## src/rtl/mem_port_arbiter_if.sv

```systemverilog
// Bundle of the two requester channels and the RAM port around the arbiter.
// The slave view belongs to the arbiter. The master view belongs to whatever
// drives the requests and models the RAM.
interface mem_port_arbiter_if #(
  parameter int AW = 8,
  parameter int DW = 16
);
  // fetch channel
  logic          if_req;
  logic [AW-1:0] if_addr;
  logic          if_gnt;
  logic          if_rvalid;
  // load/store channel
  logic          ls_req;
  logic          ls_we;
  logic [AW-1:0] ls_addr;
  logic [DW-1:0] ls_wdata;
  logic          ls_gnt;
  logic          ls_rvalid;
  // shared read data and status
  logic [DW-1:0] rdata;
  logic          msel;
  logic          busy;
  // RAM port
  logic [AW-1:0] mem_addr;
  logic          mem_write;
  logic [DW-1:0] mem_din;
  logic [DW-1:0] mem_dout;

  modport slave (
    input  if_req, if_addr, ls_req, ls_we, ls_addr, ls_wdata, mem_dout,
    output if_gnt, if_rvalid, ls_gnt, ls_rvalid, rdata, msel, busy,
           mem_addr, mem_write, mem_din
  );

  modport master (
    output if_req, if_addr, ls_req, ls_we, ls_addr, ls_wdata, mem_dout,
    input  if_gnt, if_rvalid, ls_gnt, ls_rvalid, rdata, msel, busy,
           mem_addr, mem_write, mem_din
  );
endinterface

```

## src/rtl/mem_port_arbiter.sv

```systemverilog
// Single-port RAM arbiter for the multi-cycle CPU.
// It shares the RAM between instruction fetch and load/store. Only one access
// is in flight at a time. Contention is resolved round-robin against the last
// owner. Read data is returned through a registered rdata with a one-cycle
// valid strobe. The strobe is routed to the owner recorded in msel.
module mem_port_arbiter #(
  parameter int AW     = 8,
  parameter int DW     = 16,
  parameter int RD_LAT = 1   // legal 1..3
) (
  input  logic              clk,
  input  logic              reset,   // asynchronous, active-low
  mem_port_arbiter_if.slave bus
);

  typedef enum logic [1:0] {
    S_IDLE   = 2'd0,
    S_ACCESS = 2'd1,
    S_WAIT   = 2'd2,
    S_RESP   = 2'd3
  } state_e;

  localparam logic [1:0] CNT_INIT = 2'(RD_LAT - 1);

  state_e        state_q, state_d;
  logic [1:0]    cnt_q, cnt_d;
  logic [AW-1:0] addr_q, addr_d;
  logic [DW-1:0] din_q, din_d;
  logic [DW-1:0] rdata_q, rdata_d;
  logic          msel_q, msel_d;        // owner of the current/last access, 1 = ls
  logic          we_q, we_d;            // current access is a store
  logic          last_ls_q, last_ls_d;  // last grant went to ls
  logic          rvalid_q, rvalid_d;
  logic          pick_ls;

  // State and datapath registers.
  // NOTE: sequential state uses non-blocking assignments only. Every flop
  // samples the pre-edge values, so the order of these statements does not matter.
  always_ff @(posedge clk or negedge reset) begin
    if (!reset) begin
      state_q   <= S_IDLE;
      cnt_q     <= '0;
      addr_q    <= '0;
      din_q     <= '0;
      rdata_q   <= '0;
      msel_q    <= 1'b0;
      we_q      <= 1'b0;
      last_ls_q <= 1'b0;
      rvalid_q  <= 1'b0;
    end else begin
      state_q   <= state_d;
      cnt_q     <= cnt_d;
      addr_q    <= addr_d;
      din_q     <= din_d;
      rdata_q   <= rdata_d;
      msel_q    <= msel_d;
      we_q      <= we_d;
      last_ls_q <= last_ls_d;
      rvalid_q  <= rvalid_d;
    end
  end

  // Next-state logic: arbitration, access sequencing and read capture.
  always_comb begin
    // NOTE: every signal written below gets a hold value first. Any branch
    // that leaves it untouched keeps the register value and infers no latch.
    state_d   = state_q;
    cnt_d     = cnt_q;
    addr_d    = addr_q;
    din_d     = din_q;
    rdata_d   = rdata_q;
    msel_d    = msel_q;
    we_d      = we_q;
    last_ls_d = last_ls_q;
    rvalid_d  = (state_q == S_RESP);
    pick_ls   = 1'b0;

    unique case (state_q)
      S_IDLE: begin
        if (bus.if_req || bus.ls_req) begin
          // A lone requester wins. Under contention the port not granted last wins.
          pick_ls   = bus.ls_req && (!bus.if_req || !last_ls_q);
          addr_d    = pick_ls ? bus.ls_addr : bus.if_addr;
          din_d     = pick_ls ? bus.ls_wdata : din_q;
          msel_d    = pick_ls;
          we_d      = pick_ls && bus.ls_we;
          last_ls_d = pick_ls;
          state_d   = S_ACCESS;
        end
      end
      S_ACCESS: begin
        if (we_q) begin
          state_d = S_IDLE;
        end else if (RD_LAT == 1) begin
          state_d = S_RESP;
        end else begin
          cnt_d   = CNT_INIT;
          state_d = S_WAIT;
        end
      end
      S_WAIT: begin
        if (cnt_q == 2'd1) begin
          state_d = S_RESP;
        end else begin
          cnt_d = cnt_q - 2'd1;
        end
      end
      S_RESP: begin
        rdata_d = bus.mem_dout;
        state_d = S_IDLE;
      end
      default: state_d = S_IDLE;
    endcase
  end

  // Outputs decode from registered state only. msel_q still names the owner
  // in the rvalid cycle, because the next arbitration registers at its end.
  assign bus.if_gnt    = (state_q == S_ACCESS) && !msel_q;
  assign bus.ls_gnt    = (state_q == S_ACCESS) &&  msel_q;
  assign bus.mem_write = (state_q == S_ACCESS) &&  we_q;
  assign bus.if_rvalid = rvalid_q && !msel_q;
  assign bus.ls_rvalid = rvalid_q &&  msel_q;
  assign bus.rdata     = rdata_q;
  assign bus.mem_addr  = addr_q;
  assign bus.mem_din   = din_q;
  assign bus.msel      = msel_q;
  assign bus.busy      = (state_q != S_IDLE);

endmodule

```

## src/flat_wrapper.sv

```systemverilog
// flat-port wrapper written by rule: the top's interface ports become plain ports
module mem_port_arbiter_flat 
#(
  parameter int AW     = 8,
  parameter int DW     = 16,
  parameter int RD_LAT = 1                
)
  (clk, reset, bus_if_req, bus_if_addr, bus_ls_req, bus_ls_we, bus_ls_addr, bus_ls_wdata, bus_mem_dout, bus_if_gnt, bus_if_rvalid, bus_ls_gnt, bus_ls_rvalid, bus_rdata, bus_msel, bus_busy, bus_mem_addr, bus_mem_write, bus_mem_din);
  mem_port_arbiter_if #(.AW(AW), .DW(DW)) bus_i ();
  input  logic clk;
  input  logic reset;
  input wire logic [$bits(bus_i.if_req)-1:0] bus_if_req;
  input wire logic [$bits(bus_i.if_addr)-1:0] bus_if_addr;
  input wire logic [$bits(bus_i.ls_req)-1:0] bus_ls_req;
  input wire logic [$bits(bus_i.ls_we)-1:0] bus_ls_we;
  input wire logic [$bits(bus_i.ls_addr)-1:0] bus_ls_addr;
  input wire logic [$bits(bus_i.ls_wdata)-1:0] bus_ls_wdata;
  input wire logic [$bits(bus_i.mem_dout)-1:0] bus_mem_dout;
  output wire logic [$bits(bus_i.if_gnt)-1:0] bus_if_gnt;
  output wire logic [$bits(bus_i.if_rvalid)-1:0] bus_if_rvalid;
  output wire logic [$bits(bus_i.ls_gnt)-1:0] bus_ls_gnt;
  output wire logic [$bits(bus_i.ls_rvalid)-1:0] bus_ls_rvalid;
  output wire logic [$bits(bus_i.rdata)-1:0] bus_rdata;
  output wire logic [$bits(bus_i.msel)-1:0] bus_msel;
  output wire logic [$bits(bus_i.busy)-1:0] bus_busy;
  output wire logic [$bits(bus_i.mem_addr)-1:0] bus_mem_addr;
  output wire logic [$bits(bus_i.mem_write)-1:0] bus_mem_write;
  output wire logic [$bits(bus_i.mem_din)-1:0] bus_mem_din;
  assign bus_i.if_req = bus_if_req;
  assign bus_i.if_addr = bus_if_addr;
  assign bus_i.ls_req = bus_ls_req;
  assign bus_i.ls_we = bus_ls_we;
  assign bus_i.ls_addr = bus_ls_addr;
  assign bus_i.ls_wdata = bus_ls_wdata;
  assign bus_i.mem_dout = bus_mem_dout;
  assign bus_if_gnt = bus_i.if_gnt;
  assign bus_if_rvalid = bus_i.if_rvalid;
  assign bus_ls_gnt = bus_i.ls_gnt;
  assign bus_ls_rvalid = bus_i.ls_rvalid;
  assign bus_rdata = bus_i.rdata;
  assign bus_msel = bus_i.msel;
  assign bus_busy = bus_i.busy;
  assign bus_mem_addr = bus_i.mem_addr;
  assign bus_mem_write = bus_i.mem_write;
  assign bus_mem_din = bus_i.mem_din;
  mem_port_arbiter #(.AW(AW), .DW(DW), .RD_LAT(RD_LAT)) u_core (.clk(clk), .reset(reset), .bus(bus_i));
endmodule
```

## config.mk

```make
export PLATFORM = sky130hd
export DESIGN_NAME = mem_port_arbiter_flat
export DESIGN_NICKNAME = d
export VERILOG_FILES = /design/src/rtl/mem_port_arbiter_if.sv /design/src/rtl/mem_port_arbiter.sv /design/src/flat_wrapper.sv
export SDC_FILE = /design/constraint.sdc
export NUM_CORES = 1
export LEC_CHECK = 0
export CAP_MARGIN = 20
export CORE_ASPECT_RATIO = 1.75
export CORE_UTILIZATION = 35
export CTS_BUF_LIST = sky130_fd_sc_hd__clkbuf_2 sky130_fd_sc_hd__clkbuf_4 sky130_fd_sc_hd__clkbuf_8
export CTS_CLUSTER_DIAMETER = 60
export DETAILED_ROUTE_END_ITERATION = 8
export PLACE_DENSITY = 0.87
export SETUP_SLACK_MARGIN = 0.2
export SYNTH_ARGS = -nofsm -noshare
export SYNTH_HDL_FRONTEND = slang
export SYNTH_SLANG_ARGS = --single-unit
```

## constraint.sdc

```tcl
create_clock -name clk -period 1.45 [get_ports clk]
set_clock_uncertainty 0.2 [all_clocks]
set_input_delay 0.2175 -clock clk [delete_from_list [all_inputs] [get_ports clk]]
set_output_delay 0.2175 -clock clk [all_outputs]
set_load 0.02 [all_outputs]
```

==> results.toml, run 1 <==
[run_status]
outcome = "complete, but fails checks"
failed_checks = "setup timing"

[clock_network]
numCtsBuffers = 5
cts_max_path_buffers = 2
cts_tree = "done"
ctsRootBufferMaster = "clkbuf_8"
clock-sinks = 47
clk_latency_ps = 300
clk_pin_slew_worst_paths_ps = 90
h-tree-depth = 2

[logic_synthesis]
ys_seq_elements = 47
synth.most_common_cell = "dfrtp_1"
syn_inst = 148
syn_area_per_cell_um2 = 13.2
synth-edff-count = 0
synthFlopType = "dfrtp_1"
yosys-top-cells-area = "dfrtp_1 (60%), mux2_2 (14%), mux2_4 (6.9%)"
ys_warn_count = 0
synth_cell_type_count = 26
synth_top_cell_by_area = "dfrtp_1"
ys_seq_area_frac = 0.604
synth_nets = 202
netlist_top_cells_count = "dfrtp_1 (47), mux2_2 (24), nand2_1 (18)"
synth_top_area_frac = 0.604
synth_area_um2 = 1950
async_reset_ff_frac = 1.00

[grt]
grt_pass1_wl_um = 9980
grt_start_max_net_pins = 25
antenna_found_initial = 0
globalRoute.totalOverflow = 0
grt_pass1_vias = 1932
track_usage = 0.234

[route]
ant_nets = 0
viasPerCell = 4.93
drt-total-wl_um = 7500
vias = 1904
wire_per_inst_um = 19.4
drc_errors = 0
dr.pass1.iters = 4
drtIter0Drc = 62

[setup_path]
cp-end-kind = "register"
crit_arrival_ps = 1610
cpPeakStageDelay_ps = 420
rrSetupSlack_ps = -170
cp_slowest_cell = "dfrtp_2"
critPathMaxFanout = 5
path_class = "reg -> reg"
worstSetupStartpointType = "register"
cp.required_ps = 1440
cp_cell_sequence = "buf_6 -> nor2_4 -> buf_8 -> nand2_8 -> mux2_4"

[timing]
tightest_slew_ps = 432
period_needed_ps = 1620
rsz0062_at_grt = "true"
finalSetupViolCount = 51
max_freq_mhz = 618
relSlewSlack = 0.712
fin_ws_ps = -168
hold_violations = 0
timing.final.crit_share = 1.12
finalSetupTns_ps = -4940
report.final.slew_viol_count = 0

[placed_design]
place.gp.congestion = 0.860
hpwl_um = 3960
port_buffers = 99

[power_and_ir_drop]
p_comb_frac = 0.642
p_switching_mw = 3.70
switching_share = 0.380
p_total_mw = 9.72
p_int_mw = 6.02
pwr-share-clk = 0.092
ir_drop_uv = 1780
power_frac_seq = 0.267
leakage_nw = 1.89
power_density_nw_per_um2 = 2420

[final_layout]
diodes = 0
layout-drive-gt1-share = 0.590
syn2layout_area_growth_pct = 106
nNetsFinal = 365

[floorplanning]
fp.dieW_um = 58.4
coreArea_um2 = 5300
initial_core_util = 0.368
fp.dieH_um = 101
num_rows = 35
io_pins = 100
die-area_um2 = 5880

[min_path]
min_path_type = "in -> async"

[run]
maxCapViolCount = 0
==> state kept, by name, indices dropped and copies added (netlist names) <==
signal               flops
u_core.state_q           2
u_core.bus.rdata        16
u_core.we_q              1
u_core.last_ls_q         1
u_core.bus.mem_addr      8
u_core.rvalid_q          1
u_core.bus.mem_din      16
u_core.cnt_q             2
==> logic make-up after synthesis <==
logic type	count (synthesis)	synth area share
compound gates	23	0.0745
xor+xnor	1	0.00450
fa+ha+maj	1	0.00642
buf+inv	12	0.0289
flops	47	0.604
mux	33	0.208
simple gates	31	0.0739
==> metal layers <==
layer	share of wire	vias up	global-route usage	wire length, um
li1	-	840	-	-
met1	0.33	943	0.258	2490
met2	0.57	89	0.410	4260
met3	0.050	32	0.0449	372
met4	0.050	0	0.128	378
met5	0	-	0	0
==> worst max-delay path, delay by kind of cell (launching register included) <==
kind	cells	cell delay, ps
multiplexers	1	320
buffers and inverters	2	320
AND/OR/NAND/NOR	2	240
flip-flops	1	420
==> final timing paths <==
check,start,endpoint,cells past startpoint
max,u_core.state_q[1]$_DFFE_PN0P_,u_core.bus.mem_din[0]$_DFFE_PN0P_,5
min,reset,u_core.bus.rdata[2]$_DFFE_PN0P_,2
max reg2reg,u_core.state_q[1]$_DFFE_PN0P_,u_core.bus.mem_din[0]$_DFFE_PN0P_,5
min reg2reg,u_core.cnt_q[0]$_DFFE_PN0P_,u_core.cnt_q[0]$_DFFE_PN0P_,1
max in group asynchronous,reset,u_core.last_ls_q$_DFFE_PN0P_,3
min in group clk,bus_ls_addr[6],u_core.bus.mem_addr[6]$_DFFE_PN0P_,3
==> layout make-up <==
| type | count | area (um2) |
|---|---|---|
| repair buffers | 157 | 1610 |
| well taps | 74 | 92.6 |
| flip-flops and latches | 47 | 1180 |
| fillers | 279 | 1280 |
| inverters | 6 | 25.0 |
| multi-input cells | 94 | 1000 |
| clock buffers | 8 | 104 |
==> cell usage in the layout (no fill, tap or decap), types with 2 or more instances in the layout <==
cell,count
buf_6,62
clkdlybuf4s50_1,49
dfrtp_1,44
buf_4,35
mux2_4,26
nand2_1,9
a21oi_1,8
nand2_2,7
mux2_2,7
clkbuf_8,7
nand2_8,6
a31oi_1,6
nor2_4,4
inv_1,3
buf_8,3
buf_12,3
dfrtp_2,3
inv_2,2
nand2b_4,2
and2_4,2
a31oi_2,2
o21ai_1,2
o21ai_2,2
dlygate4sd2_1,2
==> power groups by stage <==
stage               Sequential, mW  Clock (mW)  Combinational [mW]
floorplan                     3.14           0                1.68
global placement              2.39           0                4.27
detailed placement            2.42           0                4.34
CTS                           2.52       0.883                5.53
global route                  2.65       0.968                6.50
finish                        2.59       0.893                6.24
==> what timing repair did <==
action                     in CTS  in global routing
pin swaps                       9                 16
hold endpoints to repair       22                  0
hold buffers                    1                  0
setup buffers                  23                 14
setup endpoints to repair      94                 94
resized for setup             318                 28
cloned                          5                  1
==> metrics by stage <==
step	instances	hold slack [ps]	util	instance area (um2)	setup slack [ps]
after CTS	371	197	0.714	3780	-148
final	386	177	0.758	4020	-168
after detailed placement	334	-19.4	0.611	3240	-383
after floorplan	148	-278	-	2080	-187
after global placement	334	-26.9	0.611	3240	-318
after global routing	386	221	0.758	4020	-198
Power figures use the tool's default switching activity.
==> inputs of run 2 (changes only) <==
--- a/config.mk
+++ b/config.mk
@@ -7,6 +7,7 @@
 export LEC_CHECK = 0
 export CAP_MARGIN = 20
 export CORE_ASPECT_RATIO = 1.75
+export CORE_MARGIN = 5
 export CORE_UTILIZATION = 35
 export CTS_BUF_LIST = sky130_fd_sc_hd__clkbuf_2 sky130_fd_sc_hd__clkbuf_4 sky130_fd_sc_hd__clkbuf_8
 export CTS_CLUSTER_DIAMETER = 60
==> run 2 against run 1 <==
The run still ends with setup timing left. Sequential share of layout area increased by 0.55 points. Clock power increased by 8.5%. Worst setup slack got worse by 12 ps. Register-to-register slack about the same. Die area increased by 23%. Critical path depth unchanged. Combinational power decreased by 4.5%. Via count decreased by 6.7%. Clock-buffer cell count decreased by 3. Worst hold slack improved by 21 ps. Wire length decreased by 12%.
==> results.toml, run 2 (synthesis results as in run 1) <==
[setup_path]
cp-end-kind = "register"
cp.required_ps = 1450
cp_slowest_cell = "dfrtp_2"
worstSetupStartpointType = "register"
critPathMaxFanout = 5
cp_cell_sequence = "buf_4 -> a21boi_4 -> buf_6 -> nand2_8 -> mux2_4"
cpPeakStageDelay_ps = 450
path_class = "reg -> reg"
crit_arrival_ps = 1630
rr_worst_depth = 5

[timing]
hold_violations = 0
relSlewSlack = 0.748
finalSetupViolCount = 49
timing.final.crit_share = 1.12
period_needed_ps = 1630
tightest_slew_ps = 378
fin_ws_ps = -181
max_freq_mhz = 613
report.final.slew_viol_count = 0
finalSetupTns_ps = -4470
rsz0062_at_grt = "true"

[run_status]
outcome = "complete, but fails checks"
failed_checks = "setup timing"

[placed_design]
port_buffers = 99
place.gp.congestion = 0.749
hpwl_um = 4020
dp.cells = 333

[route]
vias = 1777
ant_nets = 0
dr.pass1.iters = 4
drtIter0Drc = 108
drt-total-wl_um = 6600
wire_per_inst_um = 17.2
viasPerCell = 4.64
drc_errors = 0

[clock_network]
clock-sinks = 47
clk_latency_ps = 300
cts_max_path_buffers = 2
numCtsBuffers = 5
cts_tree = "done"
clk_pin_slew_worst_paths_ps = 100
h-tree-depth = 2
ctsRootBufferMaster = "clkbuf_8"

[power_and_ir_drop]
power_density_nw_per_um2 = 2400
ir_drop_uv = 1330
p_total_mw = 9.46
leakage_nw = 1.86

[grt]
grt_start_max_net_pins = 33
grt_pass1_wl_um = 9740
grt_pass1_vias = 1976
antenna_found_initial = 0
track_usage = 0.180
globalRoute.totalOverflow = 0

[final_layout]
diodes = 0
nNetsFinal = 360
syn2layout_area_growth_pct = 102
layout_common_cells = "buf_6 (60), clkdlybuf4s50_1 (50), dfrtp_1 (44)"
fill_cells = 370
layout-drive-gt1-share = 0.567
final_common_cell = "buf_6"
fin_util = 0.717
final_cells = 383

[floorplanning]
fp.dieW_um = 66.4
io_pins = 100
num_rows = 36
fp.dieH_um = 109
initial_core_util = 0.355
die-area_um2 = 7220
coreArea_um2 = 5500

[run]
maxCapViolCount = 0

[min_path]
min_path_type = "in -> async"
[run 2: where the power goes]
| group | switching [mW] | total [mW] | internal (mW) |
|---|---|---|---|
| clock network | 0.449 | 0.969 | 0.520 |
| logic | 2.46 | 5.96 | 3.50 |
| registers | 0.533 | 2.53 | 2.00 |
| total | 3.44 | 9.46 | 6.01 |
[run 2: timing repair]
action / CTS / global route
hold buffers: 1 / 0
gates cloned: 4 / 1
buffers inserted: 21 / 15
pin swaps: 9 / 5
endpoints found under the setup margin: 92 / 93
hold endpoints to repair: 47 / 0
resized for setup: 322 / 9
[run 2: area by class of cell]
type                            count  area [um2]  share of cell area
Clock buffer                        5        68.8              0.0175
Timing Repair Buffer              154        1570               0.399
Sequential cell                    47        1180               0.299
Clock inverter                      3        46.3              0.0117
Inverter                            6        22.5             0.00571
Multi-Input combinational cell     92         956               0.243
Tap cell                           76        95.1              0.0241
[run 2: worst max-delay path: cells and delay by family, from the launching register on]
family / cells / cell delay (ps)
DFF: 1 / 450
buffers and inverters: 2 / 330
muxes: 1 / 300
AOI/OAI and AO/OA: 1 / 160
and+or+nand+nor: 1 / 80
[run 2: metal layers]
| layer | vias to the layer above | GRT usage | routed length, um |
|---|---|---|---|
| li1 | 819 | - | - |
| met1 | 871 | 0.177 | 2240 |
| met2 | 76 | 0.353 | 3850 |
| met3 | 11 | 0.0443 | 376 |
| met4 | 0 | 0.0567 | 127 |
| met5 | - | 0 | 0 |
[run 2: final timing paths]
path,startpoint,endpoint,slack [ps]
max in group asynchronous,reset,u_core.state_q[0]$_DFFE_PN0P_,340
worst min-delay path,reset,u_core.bus.rdata[0]$_DFFE_PN0P_,200
worst min register to register,u_core.cnt_q[0]$_DFFE_PN0P_,u_core.cnt_q[0]$_DFFE_PN0P_,290
worst max register to register,u_core.last_ls_q$_DFFE_PN0P_,u_core.bus.mem_din[14]$_DFFE_PN0P_,-180
min in group clk,bus_ls_addr[0],u_core.bus.mem_addr[0]$_DFFE_PN0P_,270
worst max-delay path,u_core.last_ls_q$_DFFE_PN0P_,u_core.bus.mem_din[14]$_DFFE_PN0P_,-180
[run 2: through the flow]
stage	hold WS (ps)	cell area [um2]	setup WS (ps)
floorplan	-278	2080	-187
global placement	-48.1	3240	-329
detailed placement	-44.9	3240	-374
CTS	158	3790	-154
global route	235	3940	-222
finish	198	3940	-181
==> inputs of run 3 (changes only) <==
--- a/config.mk
+++ b/config.mk
@@ -12,6 +12,7 @@
 export CTS_BUF_LIST = sky130_fd_sc_hd__clkbuf_2 sky130_fd_sc_hd__clkbuf_4 sky130_fd_sc_hd__clkbuf_8
 export CTS_CLUSTER_DIAMETER = 60
 export DETAILED_ROUTE_END_ITERATION = 8
+export GPL_TIMING_DRIVEN = 0
 export PLACE_DENSITY = 0.87
 export SETUP_SLACK_MARGIN = 0.2
 export SYNTH_ARGS = -nofsm -noshare
==> run 3 against run 2 <==
The run still ends with setup timing left. Via count shrank 3.0%. Sequential share of layout area grew 1.1 points. Combinational power shrank 8.1%. Die area is the same. Largest power group unchanged. Power shrank 6.9%. Clock-buffer cell count is the same. Register-to-register slack gained 30 ps. Utilization shrank 2.6 points. Non-clock buffer count shrank 8. Highest routed layer unchanged. Clock power shrank 19%. Fmax grew 2.1%.
==> results.toml, run 3 (synthesis results as in run 1) <==
[timing]
tightest_slew_ps = 290
fin_ws_ps = -146
period_needed_ps = 1600
rsz0062_at_grt = "true"
max_freq_mhz = 626
relSlewSlack = 0.807
report.final.slew_viol_count = 0
hold_violations = 0
finalSetupViolCount = 36
timing.final.crit_share = 1.10

[route]
drc_errors = 0
viasPerCell = 4.63
ant_nets = 0
wire_per_inst_um = 16.9
drtIter0Drc = 82
drt-total-wl_um = 6290
vias = 1723
dr.pass1.iters = 4

[setup_path]
cpPeakStageDelay_ps = 490
path_class = "reg -> reg"
cp-end-kind = "register"
worstSetupStartpointType = "register"
cp_slowest_cell = "dfrtp_2"
critPathMaxFanout = 7
cp.required_ps = 1440
crit_arrival_ps = 1590
cp_cell_sequence = "a21boi_4 -> nand2_4 -> clkbuf_16 -> mux2_4"

[floorplanning]
die-area_um2 = 7220
num_rows = 36
io_pins = 100
fp.dieH_um = 109
coreArea_um2 = 5500
initial_core_util = 0.355
fp.dieW_um = 66.4

[run_status]
failed_checks = "setup timing"
outcome = "complete, but fails checks"

[placed_design]
place_ws_ps = -636
hpwl_um = 3980
place.gp.congestion = 0.685
dp.cells = 324
port_buffers = 99

[final_layout]
fill_cells = 397
nNetsFinal = 349
final_common_cell = "buf_6"
layout-drive-gt1-share = 0.551
final_cells = 372
diodes = 0
layout_common_cells = "buf_6 (58), clkdlybuf4s50_1 (49), dfrtp_1 (44)"
syn2layout_area_growth_pct = 95.1

[clock_network]
clock-sinks = 47
h-tree-depth = 2
cts_max_path_buffers = 2
numCtsBuffers = 5
ctsRootBufferMaster = "clkbuf_8"
cts_tree = "done"
clk_latency_ps = 300
clk_pin_slew_worst_paths_ps = 90

[run]
maxCapViolCount = 0

[power_and_ir_drop]
power_density_nw_per_um2 = 2320
ir_drop_uv = 1160
leakage_nw = 1.79

[grt]
antenna_found_initial = 0
grt_pass1_wl_um = 8780
grt_start_max_net_pins = 29
track_usage = 0.160
grt_pass1_vias = 1856
globalRoute.totalOverflow = 0

[min_path]
min_path_type = "in -> async"
run 3: cell count changes in the layout (fill, tap and decap cells not counted), moves of 2 or more:
cell	before	now
buf_4	36	26
nand2_1	17	9
mux2_2	7	14
mux2_4	26	19
nand2_2	0	7
a21oi_1	4	7
a21oi_2	4	1
nand2_8	4	1
and2_4	3	1
buf_6	60	58
nand2_4	0	2
o21ai_0	0	2
run 3: per-stage QoR:
step	utilization	TNS, ps	hold slack [ps]	cell area (um2)	power (mW)
floorplan	-	-1730	-278	2080	4.82
finish	0.692	-3100	191	3800	8.81
global route	0.692	-4670	230	3800	9.28
detailed placement	0.579	-14580	-6.78	3180	6.64
CTS	0.654	-2830	200	3590	8.41
global placement	0.576	-78980	261	3170	6.53
run 3: final cells by class:
class	count	area, um2	area share
repair buffers	140	1450	0.382
flip-flops and latches	47	1180	0.310
multi-input cells	89	875	0.230
well taps	76	95.1	0.0250
plain buffers	6	87.6	0.0230
clock buffers	5	68.8	0.0181
inverters	6	22.5	0.00592
clock inverters	3	20.0	0.00527
run 3: routing by layer:
layer / vias up / track usage / share of wire
met2: 71 / 0.311 / 0.60
met5: - / 0 / 0
li1: 801 / - / -
met3: 6 / 0.0423 / 0.065
met1: 845 / 0.161 / 0.33
met4: 0 / 0.0436 / 0.0084
run 3: repair_timing:
| action | 4_1_cts | 5_1_grt |
|---|---|---|
| buffers inserted | 22 | 13 |
| cloned | 2 | 2 |
| hold endpoints to repair | 19 | 0 |
| setup endpoints to repair | 91 | 93 |
| resized for setup | 297 | 22 |
| hold buffers | 1 | 0 |
| pin swaps | 7 | 17 |
run 3: critical path: cells and delay by family (launching register included):
family	cells	cell delay, ps
AOI/OAI and AO/OA	1	220
buffers and inverters	1	170
DFF	1	490
muxes	1	290
and+or+nand+nor	1	120
run 3: power breakdown:
part | internal [mW] | leakage (nW) | switching, mW | total [mW]
logic | 3.23 | 1.20 | 2.25 | 5.48
registers | 2.00 | 0.547 | 0.540 | 2.54
clock network | 0.336 | 0.0402 | 0.448 | 0.784
run 3: worst paths after layout:
kind / startpoint / endpoint / slack [ps] / cells past startpoint
setup reg to reg: u_core.last_ls_q$_DFFE_PN0P_ / u_core.bus.mem_din[13]$_DFFE_PN0P_ / -150 / 4
hold reg to reg: u_core.cnt_q[0]$_DFFE_PN0P_ / u_core.cnt_q[0]$_DFFE_PN0P_ / 280 / 1
hold / removal: reset / u_core.bus.mem_din[9]$_DFFE_PN0P_ / 190 / 2
max in group asynchronous: reset / u_core.state_q[0]$_DFFE_PN0P_ / 410 / 3
setup / recovery: u_core.last_ls_q$_DFFE_PN0P_ / u_core.bus.mem_din[13]$_DFFE_PN0P_ / -150 / 4
min in group clk: u_core.cnt_q[0]$_DFFE_PN0P_ / u_core.cnt_q[0]$_DFFE_PN0P_ / 280 / 1
